### src/rtl/div_issue_ctrl_pkg.sv
// Shared op codes, widths and FSM encoding for the integer divide issue controller.
package div_issue_ctrl_pkg;

    localparam int MIC_OP_W   = 8;
    localparam int ARCH_REG_W = 5;

    // Low bit clear selects a signed op; bit 1 selects the remainder result.
    localparam logic [MIC_OP_W-1:0] DIV_OP_DIVW  = 8'h40;
    localparam logic [MIC_OP_W-1:0] DIV_OP_DIVWU = 8'h41;
    localparam logic [MIC_OP_W-1:0] DIV_OP_MODW  = 8'h42;
    localparam logic [MIC_OP_W-1:0] DIV_OP_MODWU = 8'h43;

    typedef enum logic [2:0] {
        DIV_IDLE,
        DIV_PREP,
        DIV_ITER,
        DIV_FIX,
        DIV_DONE
    } div_state_e;

    function automatic logic op_is_signed(input logic [MIC_OP_W-1:0] op);
        return (op == DIV_OP_DIVW) || (op == DIV_OP_MODW);
    endfunction

    function automatic logic op_is_mod(input logic [MIC_OP_W-1:0] op);
        return (op == DIV_OP_MODW) || (op == DIV_OP_MODWU);
    endfunction

endpackage

### src/rtl/div_radix2_step.sv
// One radix-2 restoring division iteration: shift {rem,quo} left, trial-subtract the divisor.
module div_radix2_step #(
    parameter int WIDTH_DIV = 32
) (
    input  logic [WIDTH_DIV-1:0] rem_in,
    input  logic [WIDTH_DIV-1:0] quo_in,
    input  logic [WIDTH_DIV-1:0] divisor,
    output logic [WIDTH_DIV-1:0] rem_out,
    output logic [WIDTH_DIV-1:0] quo_out
);

    logic [WIDTH_DIV:0] shifted_rem;
    logic [WIDTH_DIV:0] diff;

    // rem_in < divisor always holds, so one extra bit is enough to see the borrow.
    always_comb begin
        shifted_rem = {rem_in, quo_in[WIDTH_DIV-1]};
        diff        = shifted_rem - {1'b0, divisor};
        if (!diff[WIDTH_DIV]) begin
            rem_out = diff[WIDTH_DIV-1:0];
            quo_out = {quo_in[WIDTH_DIV-2:0], 1'b1};
        end else begin
            rem_out = shifted_rem[WIDTH_DIV-1:0];
            quo_out = {quo_in[WIDTH_DIV-2:0], 1'b0};
        end
    end

endmodule

### src/rtl/div_issue_ctrl.sv
// Multi-cycle integer divide controller: operand latch, sign handling, early-outs,
// radix-2 iteration sequencing and a writeback hold until the arbiter grants.
module div_issue_ctrl
    import div_issue_ctrl_pkg::*;
#(
    parameter int WIDTH_DIV  = 32,
    parameter int ITER_CNT_W = 6
) (
    input  logic                  Clk,
    input  logic                  Rest,
    input  logic [MIC_OP_W-1:0]   DivMicopcode,
    input  logic                  DivAbleValue,
    input  logic [WIDTH_DIV-1:0]  Dividend,
    input  logic [WIDTH_DIV-1:0]  Divisior,
    input  logic [ARCH_REG_W-1:0] DivWriteBack,
    input  logic                  FlushEn,
    input  logic                  WriteBackAck,
    output logic                  DivIqReq,
    output logic                  DivBusy,
    output logic                  WriteBackValid,
    output logic [WIDTH_DIV-1:0]  WriteBackData,
    output logic [ARCH_REG_W-1:0] WriteBackAddr
);

    div_state_e                   state;
    logic [ITER_CNT_W-1:0]        iter_cnt;
    logic [MIC_OP_W-1:0]          op_q;
    logic signed [WIDTH_DIV-1:0]  a_q;
    logic signed [WIDTH_DIV-1:0]  b_q;
    logic [ARCH_REG_W-1:0]        dst_q;
    logic [WIDTH_DIV-1:0]         div_b_q;
    logic [WIDTH_DIV-1:0]         rem_q;
    logic [WIDTH_DIV-1:0]         quo_q;
    logic                         qneg_q;
    logic                         rneg_q;
    logic                         op_signed;
    logic [WIDTH_DIV-1:0]         abs_a;
    logic [WIDTH_DIV-1:0]         abs_b;
    logic [WIDTH_DIV-1:0]         step_rem;
    logic [WIDTH_DIV-1:0]         step_quo;
    logic [WIDTH_DIV-1:0]         fix_q;
    logic [WIDTH_DIV-1:0]         fix_r;

    // INT_MIN negates to itself, which reads correctly as the unsigned magnitude 2^(W-1).
    function automatic logic [WIDTH_DIV-1:0] magnitude(input logic signed [WIDTH_DIV-1:0] v,
                                                       input logic is_signed);
        return (is_signed && v[WIDTH_DIV-1]) ? $unsigned(-v) : $unsigned(v);
    endfunction

    function automatic logic [WIDTH_DIV-1:0] apply_sign(input logic [WIDTH_DIV-1:0] v,
                                                        input logic neg);
        return neg ? (~v + WIDTH_DIV'(1)) : v;
    endfunction

    assign op_signed = op_is_signed(op_q);
    assign abs_a     = magnitude(a_q, op_signed);
    assign abs_b     = magnitude(b_q, op_signed);
    assign fix_q     = apply_sign(quo_q, qneg_q);
    assign fix_r     = apply_sign(rem_q, rneg_q);

    div_radix2_step #(
        .WIDTH_DIV (WIDTH_DIV)
    ) u_step (
        .rem_in  (rem_q),
        .quo_in  (quo_q),
        .divisor (div_b_q),
        .rem_out (step_rem),
        .quo_out (step_quo)
    );

    // Operand and iteration datapath; control below decides which state is live.
    always_ff @(posedge Clk) begin
        case (state)
            DIV_IDLE: begin
                if (DivAbleValue) begin
                    op_q  <= DivMicopcode;
                    a_q   <= Dividend;
                    b_q   <= Divisior;
                    dst_q <= DivWriteBack;
                end
            end
            DIV_PREP: begin
                div_b_q <= abs_b;
                qneg_q  <= op_signed & (a_q[WIDTH_DIV-1] ^ b_q[WIDTH_DIV-1]);
                rneg_q  <= op_signed & a_q[WIDTH_DIV-1];
                if (abs_b == '0) begin
                    quo_q  <= '1;
                    rem_q  <= a_q;
                    qneg_q <= 1'b0;
                    rneg_q <= 1'b0;
                end else if (abs_a < abs_b) begin
                    quo_q <= '0;
                    rem_q <= abs_a;
                end else begin
                    quo_q <= abs_a;
                    rem_q <= '0;
                end
            end
            DIV_ITER: begin
                rem_q <= step_rem;
                quo_q <= step_quo;
            end
            default: ;
        endcase
    end

    always_ff @(posedge Clk or negedge Rest) begin
        if (!Rest) begin
            state          <= DIV_IDLE;
            DivIqReq       <= 1'b1;
            DivBusy        <= 1'b0;
            WriteBackValid <= 1'b0;
            WriteBackData  <= '0;
            WriteBackAddr  <= '0;
            iter_cnt       <= '0;
        end else if (FlushEn) begin
            state          <= DIV_IDLE;
            DivIqReq       <= 1'b1;
            DivBusy        <= 1'b0;
            WriteBackValid <= 1'b0;
            iter_cnt       <= '0;
        end else begin
            case (state)
                DIV_IDLE: begin
                    if (DivAbleValue) begin
                        state    <= DIV_PREP;
                        DivIqReq <= 1'b0;
                        DivBusy  <= 1'b1;
                    end
                end
                DIV_PREP: begin
                    if ((abs_b == '0) || (abs_a < abs_b)) begin
                        state <= DIV_FIX;
                    end else begin
                        state    <= DIV_ITER;
                        iter_cnt <= ITER_CNT_W'(WIDTH_DIV);
                    end
                end
                DIV_ITER: begin
                    iter_cnt <= iter_cnt - ITER_CNT_W'(1);
                    if (iter_cnt == ITER_CNT_W'(1)) begin
                        state <= DIV_FIX;
                    end
                end
                DIV_FIX: begin
                    WriteBackValid <= 1'b1;
                    WriteBackData  <= op_is_mod(op_q) ? fix_r : fix_q;
                    WriteBackAddr  <= dst_q;
                    state          <= DIV_DONE;
                end
                DIV_DONE: begin
                    if (WriteBackAck) begin
                        WriteBackValid <= 1'b0;
                        DivIqReq       <= 1'b1;
                        DivBusy        <= 1'b0;
                        state          <= DIV_IDLE;
                    end
                end
                default: begin
                    state    <= DIV_IDLE;
                    DivIqReq <= 1'b1;
                    DivBusy  <= 1'b0;
                end
            endcase
        end
    end

endmodule
### config.mk
export PLATFORM = sky130hd
export DESIGN_NAME = div_issue_ctrl
export DESIGN_NICKNAME = d
export VERILOG_FILES = /design/src/rtl/div_issue_ctrl_pkg.sv /design/src/rtl/div_radix2_step.sv /design/src/rtl/div_issue_ctrl.sv
export SDC_FILE = /design/constraint.sdc
export NUM_CORES = 1
export LEC_CHECK = 0
export CAP_MARGIN = 20
export CORE_ASPECT_RATIO = 0.9
export CORE_MARGIN = 2
export CORE_UTILIZATION = 45
export DETAILED_ROUTE_END_ITERATION = 8
export GPL_ROUTABILITY_DRIVEN = 0
export PLACE_DENSITY = 0.6
export SLEW_MARGIN = 20
export SYNTH_ARGS = -nofsm -noshare
export SYNTH_HDL_FRONTEND = slang
export SYNTH_SLANG_ARGS = --single-unit
### constraint.sdc
create_clock -name Clk -period 6.6 [get_ports Clk]
set_input_delay 1.32 -clock Clk [delete_from_list [all_inputs] [get_ports Clk]]
set_output_delay 1.32 -clock Clk [all_outputs]
set_load 0.02 [all_outputs]
==> impl_metrics.py <==
metrics = {
    "run_status": {
        "status": "finished clean",
    },
    "timing": {
        "slew_headroom_pct": 34.1,
        "hold_viol": 0,
        "setup_slack_ps": 833,
        "rsz0062_at_grt": "no",
        "clock.fmax_mhz": 173,
        "hold_ws_ps": 474,
        "tns_ps": 0,
        "finalCritPeriodShare_pct": 87.4,
        "skew_ps": 15.9,
        "min_period_ps": 5770,
        "slew_viol_final": 0,
        "tightest_slew_ps": 989,
        "setup_violations": 0,
    },
    "grt": {
        "antenna_found_initial": 0,
        "grt_usage_pct": 23.7,
        "grt_max_degree": 78,
        "grt_pass1_wl_um": 63700,
        "grt_overflow_total": 0,
        "grt_pass1_vias": 11197,
    },
    "critical_path": {
        "ff2ff_setup_slack_ps": 830,
        "worstReg2RegStart": "op_q[3]",
        "crit_end": "rem_q[5]",
        "start_kind": "flip-flop",
        "crit_arrival_ps": 6020,
        "r2r_cells": 16,
        "crit_path_end_kind": "flip-flop",
        "cp_max_fo": 67,
        "crit_type": "flip-flop to flip-flop",
        "crit_start": "op_q[3]",
        "rr_endpoint": "rem_q[5]",
        "crit_required_ps": 6860,
    },
    "power": {
        "powerDensity_mw_per_mm2": 378,
        "power_mw": 6.45,
        "internal_power_mw": 3.96,
        "p_switching_mw": 2.50,
        "pwr-share-seq_pct": 36.8,
        "swShare_pct": 38.7,
        "p_comb_share_pct": 40.6,
        "clkPwrFrac_pct": 22.6,
        "leakagePower_nw": 6.50,
        "vdd_drop_max_uv": 226,
    },
    "detailed_routing": {
        "drt-total-wl_um": 40500,
        "ant_nets": 0,
        "via_per_inst": 5.75,
        "drc_errors": 0,
        "dr.pass1.iters": 5,
        "detail_route.iter0.violations": 914,
        "wl_per_cell_um": 19.7,
        "vias": 11796,
    },
    "cells_and_area": {
        "utilization_pct": 53.5,
        "syn2layout_area_growth_pct": 16.9,
        "layout-drive-gt1-share_pct": 5.81,
        "n_fill_cell": 2909,
        "fin_nets": 1769,
        "diodes": 0,
    },
    "clocking": {
        "htree_levels": 1,
        "clk_pin_slew_ps": 60,
        "cts_setup_buffers": 0,
        "cts_tree": "yes",
        "clock_latency_ps": 550,
        "numCtsBuffers": 26,
        "cts_resized": 0,
        "cts.path.max_buffers": 3,
        "cts.sinks": 224,
        "cts_root_buffer": "clkbuf_16",
        "cts_hold_buf": 0,
    },
    "yosys": {
        "netlist_area_mm2": 0.0146,
        "synth_area_per_cell_um2": 9.59,
        "synth_top_family_by_area": "compound AO/OA/AOI/OAI gates",
        "ys_warn_count": 0,
        "synthAdderAreaFrac_pct": 6.04,
        "ys_seq_elements": 224,
        "synth-main-ff-cell": "edfxtp_1",
        "synth_top_area_share_pct": 35.9,
        "seq_area_frac_synth_pct": 44.3,
        "async_flop_share_pct": 21.9,
        "synthTopCellsByArea": "edfxtp_1 36%, dfrtp_1 8.2%, ha_1 5.9%, a21oi_1 5.3%, xnor2_1 5.0%",
        "synth_fp_nets": 1677,
        "synthCells": 1525,
        "synth_compound_area_share_pct": 18.3,
        "synth.area.mux_share_pct": 2.66,
        "synth_top_area_cell": "edfxtp_1",
        "synth_cell_types": 72,
        "synth_xor_xnor_area_share_pct": 8.62,
        "synth_enable_flop_cells": 175,
        "synthSimpleGateAreaFrac_pct": 15.7,
    },
    "floorplanning": {
        "dieArea_mm2": 0.0340,
        "io_pins": 122,
        "num_rows": 62,
        "core_mm2": 0.0320,
        "die_w_um": 194,
        "die_y_um": 175,
        "initial_core_util_pct": 45.8,
    },
    "worst_hold_path": {
        "holdCritPathClass": "flip-flop to flip-flop",
    },
    "place": {
        "dpl.hpwl_um": 30900,
        "place_ws_ps": 1050,
        "io_buffers": 121,
    },
    "run": {
        "maxCapViolCount": 0,
    },
}
-- sequential cells by signal, indices dropped and copies added (netlist names) --
register	flops
DivBusy	1
DivIqReq	1
WriteBackAddr	5
WriteBackData	32
WriteBackValid	1
a_q	32
b_q	32
div_b_q	32
dst_q	5
iter_cnt	6
op_q	8
qneg_q	1
quo_q	32
rem_q	32
rneg_q	1
state	3
-- through the flow --
| step | std cells | instance area, um2 |
|---|---|---|
| floorplan | 1525 | 14600 |
| global placement | 2005 | 16200 |
| detailed placement | 2005 | 16200 |
| CTS | 2051 | 17100 |
| global route | 2051 | 17100 |
| finish | 2051 | 17100 |
-- cell usage after synthesis (12+ instances only) --
cell and count:
a211oi_1 37, o21ai_0 122, o31ai_1 31, nor4_1 19
nor3b_1 30, nor3_1 31, or4_1 19, nor2_1 102
nand4_1 16, a21oi_1 155, dfrtp_1 48, nand2b_1 18
ha_1 69, a31oi_1 12, a21o_1 14, clkbuf_1 57
nand2_1 139, mux2i_1 31, xnor2_1 84, or3_1 16
inv_1 88, xor2_1 60, edfxtp_1 175
-- logic make-up after synthesis --
kind of cell / Yosys count
compound gates: 441
xor+xnor: 144
fa+ha+maj: 70
buf+inv: 161
flops: 224
mux: 38
simple gates: 447
-- worst max-delay path: stages (launching register included) --
cell       delay, ps
edfxtp_1         370
or4_1            550
nor3_1           430
and2_1           700
o21ai_0          240
xnor2_1          220
ha_1             310
nand4_1           90
a2111oi_0        590
o31a_1           230
a311o_1          170
o21ai_0          100
o211ai_1         120
buf_4            590
nor3b_1          120
a211oi_1         540
a21oi_1           80
-- cell type report --
class	instances	area (um2)	share of cell area [%]
sequential	224	6480	37.9
timing repair buffer	137	1340	7.83
clock buffer	34	743	4.35
tap	416	520	3.05
clock inverter	12	126	0.739
multi-input combinational	1140	7550	44.2
inverter	88	330	1.93
-- worst min path at each step --
stage                                 start                end  slack [ps]  depth (start not counted)
after detailed placement           dst_q[3]   WriteBackAddr[3]         470                          1
after CTS                 WriteBackData[17]  WriteBackData[17]         480                          2
after global routing               dst_q[2]   WriteBackAddr[2]         510                          1
after global placement             dst_q[4]   WriteBackAddr[4]         460                          1
after floorplan                    dst_q[0]   WriteBackAddr[0]         460                          1
final                     WriteBackData[17]  WriteBackData[17]         470                          2
-- per-layer routing --
metal  global-route usage, %  part of all wire (%)
met1                    36.2                    49
met2                    34.3                    41
met3                    3.61                   6.8
met4                    7.20                   3.1
met5                       0                     0
-- placed cells by master (no fill, tap or decap), types with 59 or more instances in the layout --
master             n
a21oi_1          155
o21ai_0          122
nor2_1           101
nand2_1          136
xor2_1            59
xnor2_1           84
inv_1             88
edfxtp_1         175
ha_1              69
clkdlybuf4s50_1  120
-- power groups by stage --
stage          combinational [mW]  sequential [mW]  clock (mW)
2_1_floorplan                1.69             2.38           0
3_3_place_gp                 2.58             2.39           0
3_5_place_dp                 2.60             2.39           0
4_1_cts                      2.62             2.37        1.49
5_1_grt                      2.89             2.42        1.54
6_report                     2.62             2.38        1.46
No activity file was read; power rests on OpenSTA's default activity.
